$ cat src/rtl/novacore_cfg_pkg.sv
// Purpose: shared loader constants (bus/uid default widths, frame byte counts) and FSM encoding.
// Latency: n/a, declarations only.
// Backpressure: n/a.
package novacore_cfg_pkg;

  localparam int DEF_BUS_W   = 82;
  localparam int DEF_UID_W   = 9;
  localparam int HDR_BYTES   = 2;
  localparam int PAY_BYTES   = 11;
  localparam int FRAME_BYTES = HDR_BYTES + PAY_BYTES;

  typedef enum logic [2:0] {
    ST_IDLE,
    ST_HDR,
    ST_PAYLOAD,
    ST_SETUP,
    ST_CLK_HI,
    ST_CLK_LO
  } cfg_state_t;

endpackage

$ cat src/rtl/cfg_frame_assembler.sv
// Purpose: assembles one frame (2 header bytes + 11 payload bytes, MSB first) into uid and config word.
// Latency: o_word/o_pay_last are combinational with the last payload byte; o_uid is registered.
// Backpressure: none internally; only shifts when i_xfer (valid && ready) is high.
//
// Ports: clk/rst clock and async reset; i_clr holds the byte counter at frame start;
//   i_xfer/i_byte accepted byte; o_hdr_last/o_pay_last flag the last header/payload byte
//   in the transfer cycle; o_uid header target id; o_word config word including the current byte.
module cfg_frame_assembler
  import novacore_cfg_pkg::*;
#(
  parameter int BUS_W = DEF_BUS_W,
  parameter int UID_W = DEF_UID_W
) (
  input  logic             clk,
  input  logic             rst,
  input  logic             i_clr,
  input  logic             i_xfer,
  input  logic [7:0]       i_byte,
  output logic             o_hdr_last,
  output logic             o_pay_last,
  output logic [UID_W-1:0] o_uid,
  output logic [BUS_W-1:0] o_word
);

  localparam int CNT_W = $clog2(FRAME_BYTES);

  logic [CNT_W-1:0] r_cnt;
  logic [UID_W-1:0] r_uid;
  logic [BUS_W-1:0] r_shift;
  logic             w_in_hdr;

  assign w_in_hdr   = (r_cnt < CNT_W'(HDR_BYTES));
  assign o_hdr_last = i_xfer && (r_cnt == CNT_W'(HDR_BYTES - 1));
  assign o_pay_last = i_xfer && (r_cnt == CNT_W'(FRAME_BYTES - 1));
  assign o_uid      = r_uid;

  // Only the low BUS_W bits of the 88-bit payload are ever observable, so the
  // upper payload bits are simply shifted out. Exposing the word including the
  // byte in flight lets the loader capture it on the same edge it enters SETUP.
  assign o_word = BUS_W'({r_shift, i_byte});

  always_ff @(posedge clk or posedge rst) begin
    if (rst) begin
      r_cnt   <= '0;
      r_uid   <= '0;
      r_shift <= '0;
    end else if (i_clr) begin
      r_cnt <= '0;
    end else if (i_xfer) begin
      r_cnt <= o_pay_last ? '0 : r_cnt + CNT_W'(1);
      if (w_in_hdr) begin
        // Two header bytes fully replace the id (UID_W <= 16), unused upper bits fall off.
        r_uid <= UID_W'({r_uid, i_byte});
      end else begin
        r_shift <= o_word;
      end
    end
  end

endmodule

$ cat src/rtl/config_loader.sv
// Purpose: streams configuration frames from a byte interface into the fabric and strobes each via c_clk.
// Latency: last payload byte accepted in cycle N -> c_clk rises in cycle N+2, held CCLK_HALF cycles.
// Backpressure: in_ready high only while collecting header/payload; in_valid low stalls indefinitely.
//
// Ports: clk/rst clock and async active-high reset; start begins a load; in_data/in_valid/in_ready
//   byte stream; mode 1 while configuring; c_bus/c_uid/c_clk fabric config word, target and strobe;
//   busy load active; done pulse after the final strobe; err sticky out-of-range uid flag.
module config_loader
  import novacore_cfg_pkg::*;
#(
  parameter int BUS_W      = DEF_BUS_W,
  parameter int UID_W      = DEF_UID_W,
  parameter int NUM_FRAMES = 100,
  parameter int CCLK_HALF  = 2
) (
  input  logic             clk,
  input  logic             rst,
  input  logic             start,
  input  logic [7:0]       in_data,
  input  logic             in_valid,
  output logic             in_ready,
  output logic             mode,
  output logic [BUS_W-1:0] c_bus,
  output logic [UID_W-1:0] c_uid,
  output logic             c_clk,
  output logic             busy,
  output logic             done,
  output logic             err
);

  localparam int FCNT_W = $clog2(NUM_FRAMES + 1);
  localparam int HALF_W = $clog2(CCLK_HALF + 1);

  cfg_state_t        r_state;
  cfg_state_t        w_next;
  logic [FCNT_W-1:0] r_frames;
  logic [HALF_W-1:0] r_half;
  logic              r_mode;
  logic              r_cclk;
  logic              r_done;
  logic              r_err;
  logic [BUS_W-1:0]  r_bus;
  logic [UID_W-1:0]  r_uid;

  logic              w_in_ready;
  logic              w_xfer;
  logic              w_hdr_last;
  logic              w_pay_last;
  logic [UID_W-1:0]  w_asm_uid;
  logic [BUS_W-1:0]  w_asm_word;
  logic              w_uid_bad;
  logic              w_half_end;
  logic              w_last_frame;
  logic              w_start_acc;
  logic              w_load;
  logic              w_err_set;
  logic              w_frame_end;

  assign w_in_ready   = (r_state == ST_HDR) || (r_state == ST_PAYLOAD);
  assign w_xfer       = in_valid && w_in_ready;
  assign w_uid_bad    = (32'(w_asm_uid) >= 32'(NUM_FRAMES));
  assign w_half_end   = (r_half == HALF_W'(CCLK_HALF - 1));
  assign w_last_frame = (r_frames == FCNT_W'(NUM_FRAMES - 1));
  assign w_start_acc  = (r_state == ST_IDLE) && start;

  cfg_frame_assembler #(
    .BUS_W (BUS_W),
    .UID_W (UID_W)
  ) u_asm (
    .clk        (clk),
    .rst        (rst),
    .i_clr      (r_state == ST_IDLE),
    .i_xfer     (w_xfer),
    .i_byte     (in_data),
    .o_hdr_last (w_hdr_last),
    .o_pay_last (w_pay_last),
    .o_uid      (w_asm_uid),
    .o_word     (w_asm_word)
  );

  always_comb begin
    w_next      = r_state;
    w_load      = 1'b0;
    w_err_set   = 1'b0;
    w_frame_end = 1'b0;
    case (r_state)
      ST_IDLE:    if (start) w_next = ST_HDR;
      ST_HDR:     if (w_hdr_last) w_next = ST_PAYLOAD;
      ST_PAYLOAD: begin
        if (w_pay_last) begin
          if (w_uid_bad) begin
            // Out-of-range target: drop the frame without touching the fabric.
            w_err_set = 1'b1;
            w_next    = ST_HDR;
          end else begin
            w_load = 1'b1;
            w_next = ST_SETUP;
          end
        end
      end
      ST_SETUP:   w_next = ST_CLK_HI;
      ST_CLK_HI:  if (w_half_end) w_next = ST_CLK_LO;
      ST_CLK_LO: begin
        if (w_half_end) begin
          w_frame_end = 1'b1;
          w_next      = w_last_frame ? ST_IDLE : ST_HDR;
        end
      end
      default:    w_next = ST_IDLE;
    endcase
  end

  always_ff @(posedge clk or posedge rst) begin
    if (rst) begin
      r_state  <= ST_IDLE;
      r_frames <= '0;
      r_half   <= '0;
      r_mode   <= 1'b0;
      r_cclk   <= 1'b0;
      r_done   <= 1'b0;
      r_err    <= 1'b0;
      r_bus    <= '0;
      r_uid    <= '0;
    end else begin
      r_state <= w_next;
      // Registered from the next state so the strobe is glitch-free and lines up with CLK_HI.
      r_cclk  <= (w_next == ST_CLK_HI);
      r_done  <= w_frame_end && w_last_frame;

      if (w_start_acc) begin
        r_mode   <= 1'b1;
        r_frames <= '0;
        r_err    <= 1'b0;
      end

      if (w_err_set) r_err <= 1'b1;

      if (w_load) begin
        r_bus <= w_asm_word;
        r_uid <= w_asm_uid;
      end

      if (((r_state == ST_CLK_HI) || (r_state == ST_CLK_LO)) && !w_half_end) begin
        r_half <= r_half + HALF_W'(1);
      end else begin
        r_half <= '0;
      end

      if (w_frame_end) begin
        r_frames <= r_frames + FCNT_W'(1);
        if (w_last_frame) r_mode <= 1'b0;
      end
    end
  end

  assign in_ready = w_in_ready;
  assign busy     = (r_state != ST_IDLE);
  assign mode     = r_mode;
  assign c_bus    = r_bus;
  assign c_uid    = r_uid;
  assign c_clk    = r_cclk;
  assign done     = r_done;
  assign err      = r_err;

endmodule

$ cat config.mk
export PLATFORM = sky130hd
export DESIGN_NAME = config_loader
export DESIGN_NICKNAME = d
export VERILOG_FILES = /design/src/rtl/novacore_cfg_pkg.sv /design/src/rtl/cfg_frame_assembler.sv /design/src/rtl/config_loader.sv
export SDC_FILE = /design/constraint.sdc
export NUM_CORES = 1
export LEC_CHECK = 0
export CAP_MARGIN = 25
export CORE_MARGIN = 3
export CORE_UTILIZATION = 49
export DETAILED_ROUTE_END_ITERATION = 8
export GPL_ROUTABILITY_DRIVEN = 1
export PLACE_DENSITY = 0.75
export SLEW_MARGIN = 40
export SYNTH_ARGS = -nofsm -noshare
export SYNTH_HDL_FRONTEND = slang
export SYNTH_SLANG_ARGS = --single-unit
$ cat constraint.sdc
create_clock -name clk -period 6.3 [get_ports clk]
set_input_delay 1.26 -clock clk [delete_from_list [all_inputs] [get_ports clk]]
set_output_delay 1.26 -clock clk [all_outputs]
set_load 0.005 [all_outputs]
Word-level counts from Yosys, hierarchy flattened:

Cells that the tools add are included.

* output and inout port bits: 97
* register bits after elaboration: 194

* muxes and demuxes: 27
* add/subtract/negate cells: 3
* reduce and logical (&&, ||, !) cells: 16
* equal/unequal tests: 10
* $lt $le $gt $ge: 2
* bitwise gates (word level): 2

Operators by type and width (count)
* $pmux W3 S6: 1
* $mux W3: 5
* $mux W1: 14
* $mux W7: 2
* $mux W4: 3
* $eq A3 B3 Y1 const B: 3
* $ge A9 B7 Y1 const B: 1
* $add A7 B1 Y7 const B: 1
* $eq A7 B7 Y1 const B: 1
* $eq A3 B2 Y1 const B: 2
* $logic_and A1 B1 Y1: 6
* $reduce_and A3 Y1: 2
* $reduce_bool A2 Y1: 3
* $add A4 B1 Y4 const B: 1
* $eq A4 B1 Y1 const B: 1
* $eq A4 B4 Y1 const B: 1
* $lt A4 B2 Y1 const B: 1
* $mux W2: 2
* $eq A3 B1 Y1 const B: 1
* $logic_not A3 Y1: 1
* $reduce_bool A3 Y1: 1
* $add A2 B1 Y2 const B: 1
* $eq A2 B1 Y1 const B: 1
* $logic_or A1 B1 Y1: 2
* other kinds (2): 3

Logic depth before layout (Yosys ltp):

* depth after elaboration: 7
* depth in mapped cells: 7

Hierarchy:

A second synthesis with hierarchy kept.

* cells, all modules: 495
* area, all modules: 7718.7 µm²

By module, submodules not included
* config_loader: instances 1, area an instance 4247.8 µm², cells each 278
* cfg_frame_assembler: instances 1, area an instance 3470.8 µm², cells each 217

Least setup slack after synthesis:

No wires, ideal clock.

* path kind: input port to flip-flop
* start point: input in_valid
* end point: register r_bus[78], in the netlist c_bus[78]
* required time: 6.173 ns
* arrival: 2.473 ns
* stages on the path: 6
* setup slack: 3.700 ns
* path through: nor2b_2 -> nand2_4 -> nor4_4 -> buf_12 -> buf_8 -> mux2_1

* longest elaborated chain between the ends: 4

RTL lines
* start, declared: line config_loader.sv:20 `input logic in_valid,`
* $logic_and A1 B1 Y1: line config_loader.sv:60 `assign w_xfer = in_valid && w_in_ready;`
* $logic_and A1 B1 Y1: line cfg_frame_assembler.sv:34 `assign o_pay_last = i_xfer && (r_cnt == CNT_W'(FRAME_BYTES - 1));`
* $mux W1: line config_loader.sv:90 `if (w_pay_last) begin`
* $mux W1: line config_loader.sv:86 `case (r_state)`
* end signal, assigned: line config_loader.sv:139 `r_bus <= w_asm_word;`
* end, declared: line config_loader.sv:42 `logic [BUS_W-1:0] r_bus;`

Every way passes these cells.
A chain may end at the register's enable or synchronous reset.

Worst setup path after layout:

* start point: register r_state[0]
* end point: output busy

* longest elaborated chain between the ends: 1

RTL lines
* start, declared: line config_loader.sv:34 `cfg_state_t r_state;`
* start signal, assigned: line config_loader.sv:125 `r_state <= w_next;`
* $reduce_bool A3 Y1: line config_loader.sv:157 `assign busy = (r_state != ST_IDLE);`
* end, declared: line config_loader.sv:26 `output logic busy,`

Every way passes these cells.

==> flow_summary.ini <==
[status]
status = complete, no violations

[power]
comb_power_share_pct = 17.2
p_int_mw = 2.490
irDropWorstVdd_uv = 208.7
leakage_nw = 4.444
power.density_mw_per_mm2 = 348.4
p_sw_share_pct = 26.62
p_sw_uw = 903.2
pwr-share-clk_pct = 31.1
pwr-share-seq_pct = 51.6

[layout]
multiInputGateArea_sq_mm = 0.002831
layout-drive-gt1-share_pct = 34.21
fillers = 1163
design_area_sq_mm = 0.009741
seqCellArea_sq_mm = 0.004855
finalNetCount = 609
final_common_cell = dfrtp_1
area_growth_syn_to_layout_pct = 22.19
n_antenna_cell = 0
final_cell_mix = dfrtp_1, clkdlybuf4s50_1, mux2_2, mux2_4, clkbuf_16

[sta]
slew_headroom_pct = 51.11
tns_ns = 0
max_freq_mhz = 301.5
rsz0062_at_grt = no
period_share_pct = 52.64
period_minus_slack_ns = 3.317
report.final.slew_viol_count = 0
hold_viol = 0
setup_violations = 0
finClkSkew_ns = 0.006003
worst_slew_pin_slew_ns = 0.7333

[global_routing]
grt_pass1_vias = 4521
grt_usage_pct = 17.13
grt_max_degree = 92
grt_first_pass_wirelength_um = 24230
gr-total-overflow = 0
antenna_found_initial = 0

[clock_tree]
clockBufferDepth = 2
clock_latency_ns = 0.43
cts_inserted_buffers = 17
cts_tree = yes
cts_resized = 0
cts.hold.buffers_added = 0
cts.sinks = 194
cts_setup_buffers = 0
htree_num_levels = 4
path_clk_slew_ns = 0.07
cts_root_buffer = clkbuf_16

[die]
start_util_pct = 51.30
ios = 109
die_h_um = 133.5
die-area_sq_mm = 0.01783
core-area_sq_mm = 0.01554
die_w_um = 133.5
rows = 45

[place]
port_buffers = 108
dpl.hpwl_um = 9446
gp_congestion = 0.7548
place_area_sq_mm = 0.009155

[synthesis]
synthFlopType = dfrtp_1
syn-num-nets = 499
synth_warnings = 0
synth_edf_count = 0
syn_inst = 482
yosysSeqAreaShare_pct = 60.90
synth-seq-cells = 194
avgSynthCellArea_sq_um = 16.54
postSynth.asyncResetShare_pct = 100.0
synth_cell_type_count = 44
synthesis.area_sq_mm = 0.007971

[critical_path]
crit_required_ns = 5.04
cp.arrival_ns = 2.06
r2r_cells = 5
path_class = flip-flop to output pin
regToRegStartpoint = r_state[0]
crit_chain = nor3_2 > inv_1 > clkdlybuf4s50_1
reg2reg_setup_slack_ns = 3.86
cp_slowest_cell = dfrtp_1
worstReg2RegEnd = c_bus[77]
worstPathMaxFanout = 9
cp_slowest_stage_delay_ns = 0.53
cp-start-kind = flip-flop
cp-end-kind = output pin
critPathLaunch = r_state[0]

[routing]
drc = 0
first_pass_iters = 4
drt_iter0_drc = 208
viasPerCell = 5.175
wl_per_cell_um = 17.71
wirelength_um = 14450
vias = 4223
ant_nets = 0

[min_path]
whs_endpoint = r_half[0]
worstHoldStart = r_half[0]
holdPathStages = 1
hold_path.class = flip-flop to flip-flop

[job]
maxCapViolations = 0
==> power groups by stage <==
stage / Sequential [mW] / Combinational [mW] / Clock, mW
after floorplan: 1.67 / 0.470 / 0
after global placement: 1.76 / 0.559 / 0
after detailed placement: 1.77 / 0.589 / 0
after CTS: 1.75 / 0.593 / 1.08
after global routing: 1.79 / 0.650 / 1.13
final: 1.75 / 0.585 / 1.06
==> cell families after synthesis <==
| group | Yosys count | synth area share (%) |
|---|---|---|
| adders and majority gates | 5 | 0.7848 |
| buffers and inverters | 27 | 3.736 |
| and+or+nand+nor | 53 | 3.689 |
| AOI/OAI and AO/OA | 28 | 2.260 |
| xor gates and xnor gates | 3 | 0.5651 |
| DFF | 194 | 60.90 |
| muxes | 172 | 28.06 |
==> layout make-up <==
type	count	share of cell area [%]
clock inverters	11	1.130
multi-input cells	261	29.07
flip-flops and latches	194	49.84
well taps	211	2.710
inverters	5	0.2312
clock buffers	21	4.830
repair buffers	113	12.19
==> flip-flops by register name (all words and copies together), names as in the netlist <==
register and flops:
c_bus 82, c_clk 1, c_uid 9, done 1
err 1, mode 1, r_frames 7, r_half 2
r_state 3, u_asm.o_uid 9, u_asm.r_cnt 4, u_asm.r_shift 74
==> per-stage QoR <==
step | total power [mW] | util [%] | setup WS [ns] | hold slack [ns] | std cells
after floorplan | 2.143 | - | 2.536 | 0.4150 | 482
after global routing | 3.567 | 62.68 | 2.892 | 0.4720 | 816
after CTS | 3.422 | 62.65 | 2.720 | 0.4560 | 816
after detailed placement | 2.360 | 58.91 | 2.785 | 0.4473 | 784
final | 3.393 | 62.68 | 2.983 | 0.4474 | 816
after global placement | 2.317 | 58.53 | 2.820 | 0.4275 | 782
==> worst max-delay path by stage <==
| stage | end | cells after the start | slack (ns) |
|---|---|---|---|
| 2_1_floorplan | c_bus[0] | 1 | 2.54 |
| 3_3_place_gp | c_bus[77] | 6 | 2.82 |
| 3_5_place_dp | c_bus[77] | 6 | 2.78 |
| 4_1_cts | busy | 3 | 2.72 |
| 5_1_grt | busy | 3 | 2.89 |
| 6_report | busy | 3 | 2.98 |
==> synthesized netlist by cell type (2+ instances only) <==
master / instances / area [sq um]
dfrtp_1: 194 / 4855
mux2_2: 84 / 945.9
mux2_4: 80 / 1201
nand2_1: 12 / 45.04
nor2_1: 10 / 37.54
buf_12: 9 / 180.2
o21ai_0: 9 / 45.04
mux2_1: 8 / 90.09
buf_4: 7 / 52.55
nand3_1: 7 / 35.03
a21oi_1: 6 / 30.03
nor2b_1: 6 / 37.54
ha_1: 5 / 62.56
inv_1: 5 / 18.77
nor3_1: 5 / 25.02
buf_2: 4 / 20.02
a22o_1: 2 / 17.52
a31oi_1: 2 / 12.51
and3_1: 2 / 12.51
==> routing by layer <==
metal / track usage (%) / vias up / share of wire, %
li1: - / 1934 / -
met1: 22.78 / 2163 / 46
met2: 27.48 / 108 / 48
met3: 4.569 / 18 / 5.2
met4: 5.829 / 0 / 1.5
met5: 0 / - / 0
==> critical path, delay by kind of cell (launching register included) <==
kind,cells,cell delay (ns)
buf+inv,2,0.58
flops,1,0.53
simple gates,1,0.53
No activity file was read; power rests on OpenSTA's default activity.
